### src/rtl/poly_voice_mixer.sv
// Polyphonic voice mixer: captures per-voice samples, mixes them serially with per-voice
// mute and shift gain, saturates, and hands the result to the codec on each frame edge.
// Define POLY_MIXER_CLIP_STATS_EN to enable the saturating clip_count statistic.
module poly_voice_mixer #(
  parameter int NUM_VOICES   = 4,
  parameter int SAMPLE_WIDTH = 16,
  parameter int GAIN_WIDTH   = 4
) (
  input  logic                               clk,
  input  logic                               reset_n,
  input  logic                               new_frame,
  input  logic                               play_enable,
  input  logic [NUM_VOICES*SAMPLE_WIDTH-1:0] voice_sample,
  input  logic [NUM_VOICES-1:0]              voice_ready,
  input  logic [NUM_VOICES-1:0]              voice_mute,
  input  logic [NUM_VOICES*GAIN_WIDTH-1:0]   voice_gain,
  output logic                               generate_next_sample,
  output logic                               mix_valid,
  output logic [SAMPLE_WIDTH-1:0]            sample_out,
  output logic [3:0]                         active_voices,
  output logic                               overrun,
  output logic [15:0]                        clip_count
);

  localparam int ACC_W = SAMPLE_WIDTH + 3;
  localparam int IDX_W = (NUM_VOICES > 1) ? $clog2(NUM_VOICES) : 1;
  localparam logic [IDX_W-1:0] LAST_IDX = IDX_W'(NUM_VOICES - 1);
  localparam logic [SAMPLE_WIDTH-1:0] SAT_MAX = {1'b0, {(SAMPLE_WIDTH-1){1'b1}}};
  localparam logic [SAMPLE_WIDTH-1:0] SAT_MIN = {1'b1, {(SAMPLE_WIDTH-1){1'b0}}};

  typedef enum logic [1:0] {IDLE, ACCUM, SAT} state_t;

  state_t                         state_q, state_d;
  logic                           new_frame_q;
  logic [NUM_VOICES-1:0]          ready_mask;
  logic [NUM_VOICES-1:0]          capture_en;
  logic signed [SAMPLE_WIDTH-1:0] capture  [NUM_VOICES];
  logic signed [SAMPLE_WIDTH-1:0] snapshot [NUM_VOICES];
  logic signed [SAMPLE_WIDTH-1:0] sample_in [NUM_VOICES];
  logic [GAIN_WIDTH-1:0]          gain      [NUM_VOICES];
  logic signed [ACC_W-1:0]        acc;
  logic [IDX_W-1:0]               idx;
  logic [SAMPLE_WIDTH-1:0]        pending;
  logic                           fresh;
  logic                           trigger;
  logic signed [SAMPLE_WIDTH-1:0] shifted;
  logic signed [ACC_W-1:0]        term;
  logic [ACC_W-SAMPLE_WIDTH:0]    upper;
  logic                           clipped;
  logic [SAMPLE_WIDTH-1:0]        sat_val;
  logic [3:0]                     active_cnt;

  assign capture_en = voice_ready & {NUM_VOICES{play_enable}};
  assign trigger    = (state_q == IDLE) && (&ready_mask);
  assign mix_valid  = (state_q == SAT);

  // NOTE: every signal written in always_comb gets a default first so no latch is inferred.
  always_comb begin
    for (int i = 0; i < NUM_VOICES; i++) begin
      sample_in[i] = voice_sample[i*SAMPLE_WIDTH +: SAMPLE_WIDTH];
      gain[i]      = voice_gain[i*GAIN_WIDTH +: GAIN_WIDTH];
    end
  end

  always_comb begin
    state_d = state_q;
    unique case (state_q)
      IDLE:    if (&ready_mask) state_d = ACCUM;
      ACCUM:   if (idx == LAST_IDX) state_d = SAT;
      SAT:     state_d = IDLE;
      default: state_d = IDLE;
    endcase
  end

  // One voice per ACCUM cycle; the shift is arithmetic so negative samples stay negative.
  always_comb begin
    shifted = snapshot[idx] >>> gain[idx];
    term    = voice_mute[idx] ? '0 : {{(ACC_W-SAMPLE_WIDTH){shifted[SAMPLE_WIDTH-1]}}, shifted};
  end

  // The sum fits SAMPLE_WIDTH bits only when the top bits are all copies of the sign.
  always_comb begin
    upper   = acc[ACC_W-1:SAMPLE_WIDTH-1];
    clipped = !((&upper) || !(|upper));
    sat_val = acc[SAMPLE_WIDTH-1:0];
    if (clipped) sat_val = acc[ACC_W-1] ? SAT_MIN : SAT_MAX;
  end

  always_comb begin
    active_cnt = '0;
    for (int i = 0; i < NUM_VOICES; i++) begin
      if (!voice_mute[i] && (snapshot[i] != '0)) active_cnt = active_cnt + 4'd1;
    end
  end

  // NOTE: sequential state uses non-blocking assignments so every register samples pre-edge values.
  always_ff @(posedge clk or negedge reset_n) begin
    if (!reset_n) state_q <= IDLE;
    else          state_q <= state_d;
  end

  // NOTE: the capture/snapshot arrays are reset too, so a mix right after reset sees zeros.
  always_ff @(posedge clk or negedge reset_n) begin
    if (!reset_n) begin
      new_frame_q          <= 1'b0;
      generate_next_sample <= 1'b0;
      ready_mask           <= '0;
      acc                  <= '0;
      idx                  <= '0;
      pending              <= '0;
      sample_out           <= '0;
      fresh                <= 1'b0;
      overrun              <= 1'b0;
      active_voices        <= '0;
      for (int i = 0; i < NUM_VOICES; i++) begin
        capture[i]  <= '0;
        snapshot[i] <= '0;
      end
    end else begin
      new_frame_q          <= new_frame;
      generate_next_sample <= new_frame & ~new_frame_q;

      for (int i = 0; i < NUM_VOICES; i++) begin
        if (capture_en[i]) capture[i] <= sample_in[i];
      end

      // Samples arriving during a mix belong to the next mix; the snapshot keeps this one stable.
      if (!play_enable) ready_mask <= '0;
      else              ready_mask <= (trigger ? '0 : ready_mask) | capture_en;

      if (trigger) begin
        for (int i = 0; i < NUM_VOICES; i++) snapshot[i] <= capture[i];
        acc <= '0;
        idx <= '0;
      end else if (state_q == ACCUM) begin
        acc <= acc + term;
        idx <= idx + IDX_W'(1);
      end

      if (state_q == SAT) begin
        pending       <= sat_val;
        active_voices <= active_cnt;
      end

      if (generate_next_sample) sample_out <= pending;

      if (mix_valid)                 fresh <= 1'b1;
      else if (generate_next_sample) fresh <= 1'b0;

      if (generate_next_sample && !fresh && play_enable) overrun <= 1'b1;
    end
  end

`ifdef POLY_MIXER_CLIP_STATS_EN
  always_ff @(posedge clk or negedge reset_n) begin
    if (!reset_n) begin
      clip_count <= '0;
    end else if ((state_q == SAT) && clipped && (clip_count != 16'hFFFF)) begin
      clip_count <= clip_count + 16'd1;
    end
  end
`else
  assign clip_count = '0;
`endif

endmodule

### config.mk
export PLATFORM = sky130hd
export DESIGN_NAME = poly_voice_mixer
export DESIGN_NICKNAME = d
export VERILOG_FILES = /design/src/rtl/poly_voice_mixer.sv
export SDC_FILE = /design/constraint.sdc
export NUM_CORES = 1
export LEC_CHECK = 0
export CORE_MARGIN = 4
export CORE_UTILIZATION = 55
export CTS_CLUSTER_DIAMETER = 50
export DETAILED_ROUTE_END_ITERATION = 8
export GPL_TIMING_DRIVEN = 0
export PLACE_DENSITY = 0.76
export SYNTH_ARGS = -nofsm -noshare
export SYNTH_HDL_FRONTEND = slang
export SYNTH_SLANG_ARGS = --single-unit
### constraint.sdc
create_clock -name clk -period 5.17 [get_ports clk]
set_clock_uncertainty 0.1 [all_clocks]
set_input_delay 1.034 -clock clk [delete_from_list [all_inputs] [get_ports clk]]
set_output_delay 1.034 -clock clk [all_outputs]
set_load 0.05 [all_outputs]
---- Yosys cells after proc, flatten, opt, wreduce, memory -nomap -nowiden ----
Cells that the tools add are included.
storage, ports and cells
  memory bits (writable) .................. 0
  memory bits (read-only) ................. 0
  flip-flop bits (word level) ............. 195
  memories kept ........................... 0
  bits in latches ......................... 0
  input port bits ......................... 92
cells by class
  mux-type cells .......................... 26
  add/sub/neg operators ................... 5
  divide/modulo/power cells ............... 0
  multipliers ............................. 0
  shifts and indexed selects .............. 1
  equal/unequal tests ..................... 5
  bitwise logic cells ..................... 5
  reduce and logical (&&, ||, !) cells .... 25
  magnitude comparators ................... 2
operators by type and width
  kind                   number
  $mux W16               4
  $reduce_bool A16 Y1    4
  $mux W19               3
  $bmux W16 S2           1
  $mux W4                7
  $add A19 B19 Y19       1
  $sshr A16 B4 Y16       1
  $add A4 B1 Y4 const B  3
  $bmux W4 S2            1
  $mux W2                4
  $reduce_and A4 Y1      2
  $logic_and A1 B1 Y1    7
  $logic_not A1 Y1       6
  $and A4 B4 Y4          1
  $eq A2 B2 Y1 const B   2
  $mux W1                4
  $or A4 B4 Y4           1
  $pmux W2 S2            1
  $reduce_bool A2 Y1     2
  $reduce_or A4 Y1       1
  $ge A3 B3 Y1 const B   1
  $lt A2 B3 Y1 const B   1
  $not A2 Y3             1
  $add A2 B1 Y2 const B  1
  other kinds (9)        9

---- Logic depth before layout (Yosys ltp) ----
Gate-level depths: netlist (run 1).
  depth in word-level cells ............... 9
  depth in mapped cells ................... 17
  gate-level depth less buffers ........... 14

---- Worst setup path before layout (run 1) ----
Ideal clock, no wire load.
  path type ............................... in2reg
  start ................................... input port voice_gain[12]
  end ..................................... register acc[18]
  library setup time ...................... 68 ps
  arrival ................................. 4422 ps
  stages .................................. 16
  data required time ...................... 5002 ps
  setup slack ............................. 579 ps
  cell sequence ........................... mux4_2 buf_6 buf_12 mux2_4 mux2i_1 mux2i_1 nor2_1 a211oi_1 ha_1 fa_1 a21oi_1 nor3b_1 o311a_1 o2111ai_1 mux2_2 nand3_1
between the ends
  word-level cells in the longest chain between the ends .. 8
RTL lines
  what                                         line  source
  start: declaration                           16    input logic [NUM_VOICES*GAIN_WIDTH-1:0] voice_gain,
  $bmux W4 S2                                  77    shifted = snapshot[idx] >>> gain[idx];
  $mux W4 (not written as such) (2 in series)  77
  $sshr A16 B4 Y16                             77
  $mux W19                                     78    term = voice_mute[idx] ? '0 : {{(ACC_W-SAMPLE_WIDTH){shifted[SAMPLE_WIDTH-1]}}, shifted};
  $add A19 B19 Y19                             136   acc <= acc + term;
  $mux W19                                     135   end else if (state_q == ACCUM) begin
  $mux W19                                     131   if (trigger) begin
  end signal: assignment                       136
  end: declaration                             41    logic signed [ACC_W-1:0] acc;
No other way between the ends. The select of a mux whose other input is x is not followed.
A chain may end at the register's enable or synchronous reset.

---- Final worst setup path (run 1) ----
  start ................................... input port voice_gain[12]
  end ..................................... register acc[13]
The elaborated chain is that of the path after synthesis.

==> results.sh, run 1 <==
export IMPL_n_fill_cell=1338
export IMPL_worst_path_stages=16
export IMPL_yosysTopAreaCell="dfrtp_1"
export IMPL_path_max_fanout=10
export IMPL_dieArea_mm2=0.0202
export IMPL_viasPerCell=5.70
export IMPL_final_layout_size_suffix_gt1_share_pct=16.9
export IMPL_slew_viol_final=0
export IMPL_final_hold_violation_count=0
export IMPL_fin_crit_ps=5030
export IMPL_grt_pass1_vias=7743
export IMPL_max_freq_mhz=199
export IMPL_r2r_slack_ps=380
export IMPL_clock_path_buffers=2
export IMPL_status="finished clean"
export IMPL_crit_end="acc[13]"
export IMPL_gr_total_overflow=0
export IMPL_wire_per_inst_um=18.4
export IMPL_synth_cell_types=63
export IMPL_io_pins=131
export IMPL_worstPathCellList="clkdlybuf4s50_1 -> mux4_2 -> buf_6 -> buf_12 -> mux2_2 -> nand2_1 -> o21ai_0 -> mux2i_1 -> a211oi_1 -> ha_1 -> a211oi_1 -> nor4_1 -> nor3_1 -> a21oi_1 -> or3_1 -> a32o_1"
export IMPL_firstDrtPassIters=7
export IMPL_synth_area_mm2=0.00992
export IMPL_use_met3_pct=4.77
export IMPL_min_period_over_period_pct=97.4
export IMPL_tightestPinTransition_ps=1120
export IMPL_vdd_ir_drop_max_v=0.000367
export IMPL_yosys_most_used_dff="dfrtp_1"
export IMPL_maxCapViolations=0
export IMPL_seq_area_mm2=0.00488
export IMPL_final_cell_area_mm2=0.0121
export IMPL_clkTransAtPathRegs_ps=70
export IMPL_setup_violations=0
export IMPL_critPathLaunchType="primary input"
export IMPL_hpwlAfterDp_mm=18.9
export IMPL_fp_row_count=48
export IMPL_clockRootBuffer="clkbuf_16"
export IMPL_yosysMostFrequentCell="nand2_1"
export IMPL_critPathBufInv=3
export IMPL_drt_iter0_markers=546
export IMPL_slowest_stage="mux4_2"
export IMPL_rr_startpoint="idx[1]"
export IMPL_synth_edf_count=0
export IMPL_r2r_cells=13
export IMPL_dpl_cell_area_mm2=0.0114
export IMPL_busiest_layer="met2"
export IMPL_clock_sinks=195
export IMPL_placed_cells=1299
export IMPL_area_delta_synth_final_pct=21.5
export IMPL_p_per_area_mw_per_mm2=545
export IMPL_crit_path_end_kind="flop"
export IMPL_grt_max_degree=73
export IMPL_die_h_um=142
export IMPL_r2r_end="acc[13]"
export IMPL_ant_nets=0
export IMPL_multi_input_area_mm2=0.00469
export IMPL_synth_area_top_cells="dfrtp_1, mux2_2, nand2_1"
export IMPL_path_delay_family="compound AO/OA/AOI/OAI gates"
export IMPL_setup_tns_final_ps=0
export IMPL_worstSetupStartpoint="voice_gain[12]"
export IMPL_fin_cells=1331
export IMPL_htreeDepth=4
export IMPL_cts_tree="yes"
export IMPL_slowest_delay_ps=500
export IMPL_n_antenna_cell=0
export IMPL_grt_util_met2_pct=42.2
export IMPL_synth_async_reset_ratio_pct=100
export IMPL_track_usage_pct=24.8
export IMPL_leakage_nw=5.56
export IMPL_totalPowerFinal_w=0.00657
export IMPL_relSlewSlack_pct=24.9
export IMPL_synth_seq_cells=195
export IMPL_crit_required_ps=5400
export IMPL_rsz0062_at_grt="no"
export IMPL_gp_congestion=0.907
export IMPL_arrival_ps=5260
export IMPL_dieWidth_um=142
export IMPL_drc=0
export IMPL_yosysWarnings=0
export IMPL_wl_mm=24.4
export IMPL_grt_pass1_wl_mm=39.4
export IMPL_seq_area_frac_synth_pct=49.2
export IMPL_crit_type="primary input to flop"
export IMPL_syn_inst=944
export IMPL_antenna_found_initial=0
export IMPL_synth_top_cells_by_count="nand2_1, dfrtp_1, mux2_2"
export IMPL_yosysTopAreaCellShare_pct=49.2
export IMPL_insertion_delay_ps=440
export IMPL_core_mm2=0.0175
export IMPL_cts_buffers_inserted=17
export IMPL_grtUsageMet1_pct=31.8
export IMPL_initial_utilization_pct=56.7
export IMPL_io_buffer_count=113
export IMPL_avgSynthCellArea_um2=10.5
export IMPL_hold_depth=1
export IMPL_hold_class="flop to flop"
export IMPL_vias=7588
export IMPL_final_nets=1208
export IMPL_crit_top_cell="a211oi_1"
==> stage by stage <==
stage               utilization [%]  hold slack, ps  setup WS (ps)
global route                   69.0             335           35.0
finish                         69.0             303            137
CTS                            68.9             304            196
global placement               65.1             280          -5020
floorplan                         -             278            579
detailed placement             65.5             294           -260
==> how the worst min path moves through the flow <==
stage,startpoint,to,slack (ps)
after floorplan,new_frame_q,generate_next_sample,280
final,new_frame_q,generate_next_sample,300
after global placement,new_frame_q,generate_next_sample,280
after global routing,new_frame_q,generate_next_sample,340
after CTS,new_frame_q,generate_next_sample,300
after detailed placement,new_frame_q,generate_next_sample,290
==> where the power goes <==
| part | switching, W | internal (W) |
|---|---|---|
| registers | 0.000355 | 0.00195 |
| clock network | 0.000650 | 0.000704 |
| logic | 0.00164 | 0.00127 |
==> what timing repair did <==
item,CTS,global route
endpoints found under the hold margin,0,0
hold buffers,0,0
endpoints found under the setup margin,0,1
buffers inserted,0,0
resized for setup,0,1
==> flip-flops by register name, indices dropped and copies added (netlist names) <==
signal and count:
sample_out 16, pending 16, state_q 2, generate_next_sample 1
capture 64, active_voices 4, idx 2, ready_mask 4
snapshot 64, acc 19, fresh 1, new_frame_q 1
overrun 1
==> cell usage in the layout (no fill, tap or decap), drive strengths merged, types with 3 or more instances in the layout <==
cell and instances:
nand2 241, dfrtp 195, clkdlybuf4s50 112, mux2 99, clkbuf 53, a21oi 52
nor2 43, buf 33, o21ai 26, nand3 22, ha 22, mux2i 22
nor4 20, mux4 20, conb 16, inv 15, a211oi 14, nor2b 10
o21a 8, nor3 8, clkinv 7, a21o 6, o21bai 5, o31ai 5
xnor2 5, and2 5, xor2 4, and3 4, a32o 4, a41oi 3
o211ai 3, or3 3
==> routing by layer <==
metal	routed length [µm]	part of all wire, %
met1	10300	42
met2	12200	50
met3	1220	5.0
met4	779	3.2
met5	0	0
==> worst register-to-register path, cell delays in order, from the launching register on <==
cell	delay (ps)
dfrtp_1	570
buf_2	340
buf_2	350
mux2i_1	200
mux2_2	350
clkbuf_1	250
a211oi_1	510
ha_1	340
a211oi_1	380
nor4_1	160
nor3_1	380
a21oi_1	170
or3_1	330
a32o_1	260
==> kinds of logic after synthesis <==
group           Yosys count  synth area share (%)
simple gates            360                  15.3
compound gates          141                  9.16
mux                     141                  18.4
flops                   195                  49.2
fa+ha+maj                23                  2.98
xor+xnor                  9                 0.795
buf+inv                  74                  4.13
other cells               1                0.0378
==> layout make-up <==
class	count	share of cell area, %
buffer	65	3.10
inverter	9	0.291
timing repair buffer	115	9.88
clock inverter	14	1.35
clock buffer	18	3.64
sequential	195	40.5
tap	225	2.34
multi-input combinational	690	38.9
Note: power is estimated with default switching activity, not from simulation.
==> inputs of run 2 (changes only) <==
- SLEW_MARGIN: unset -> 20
==> results of run 2 <==
No change in the layout: final DEF, timing and power equal those of run 1.
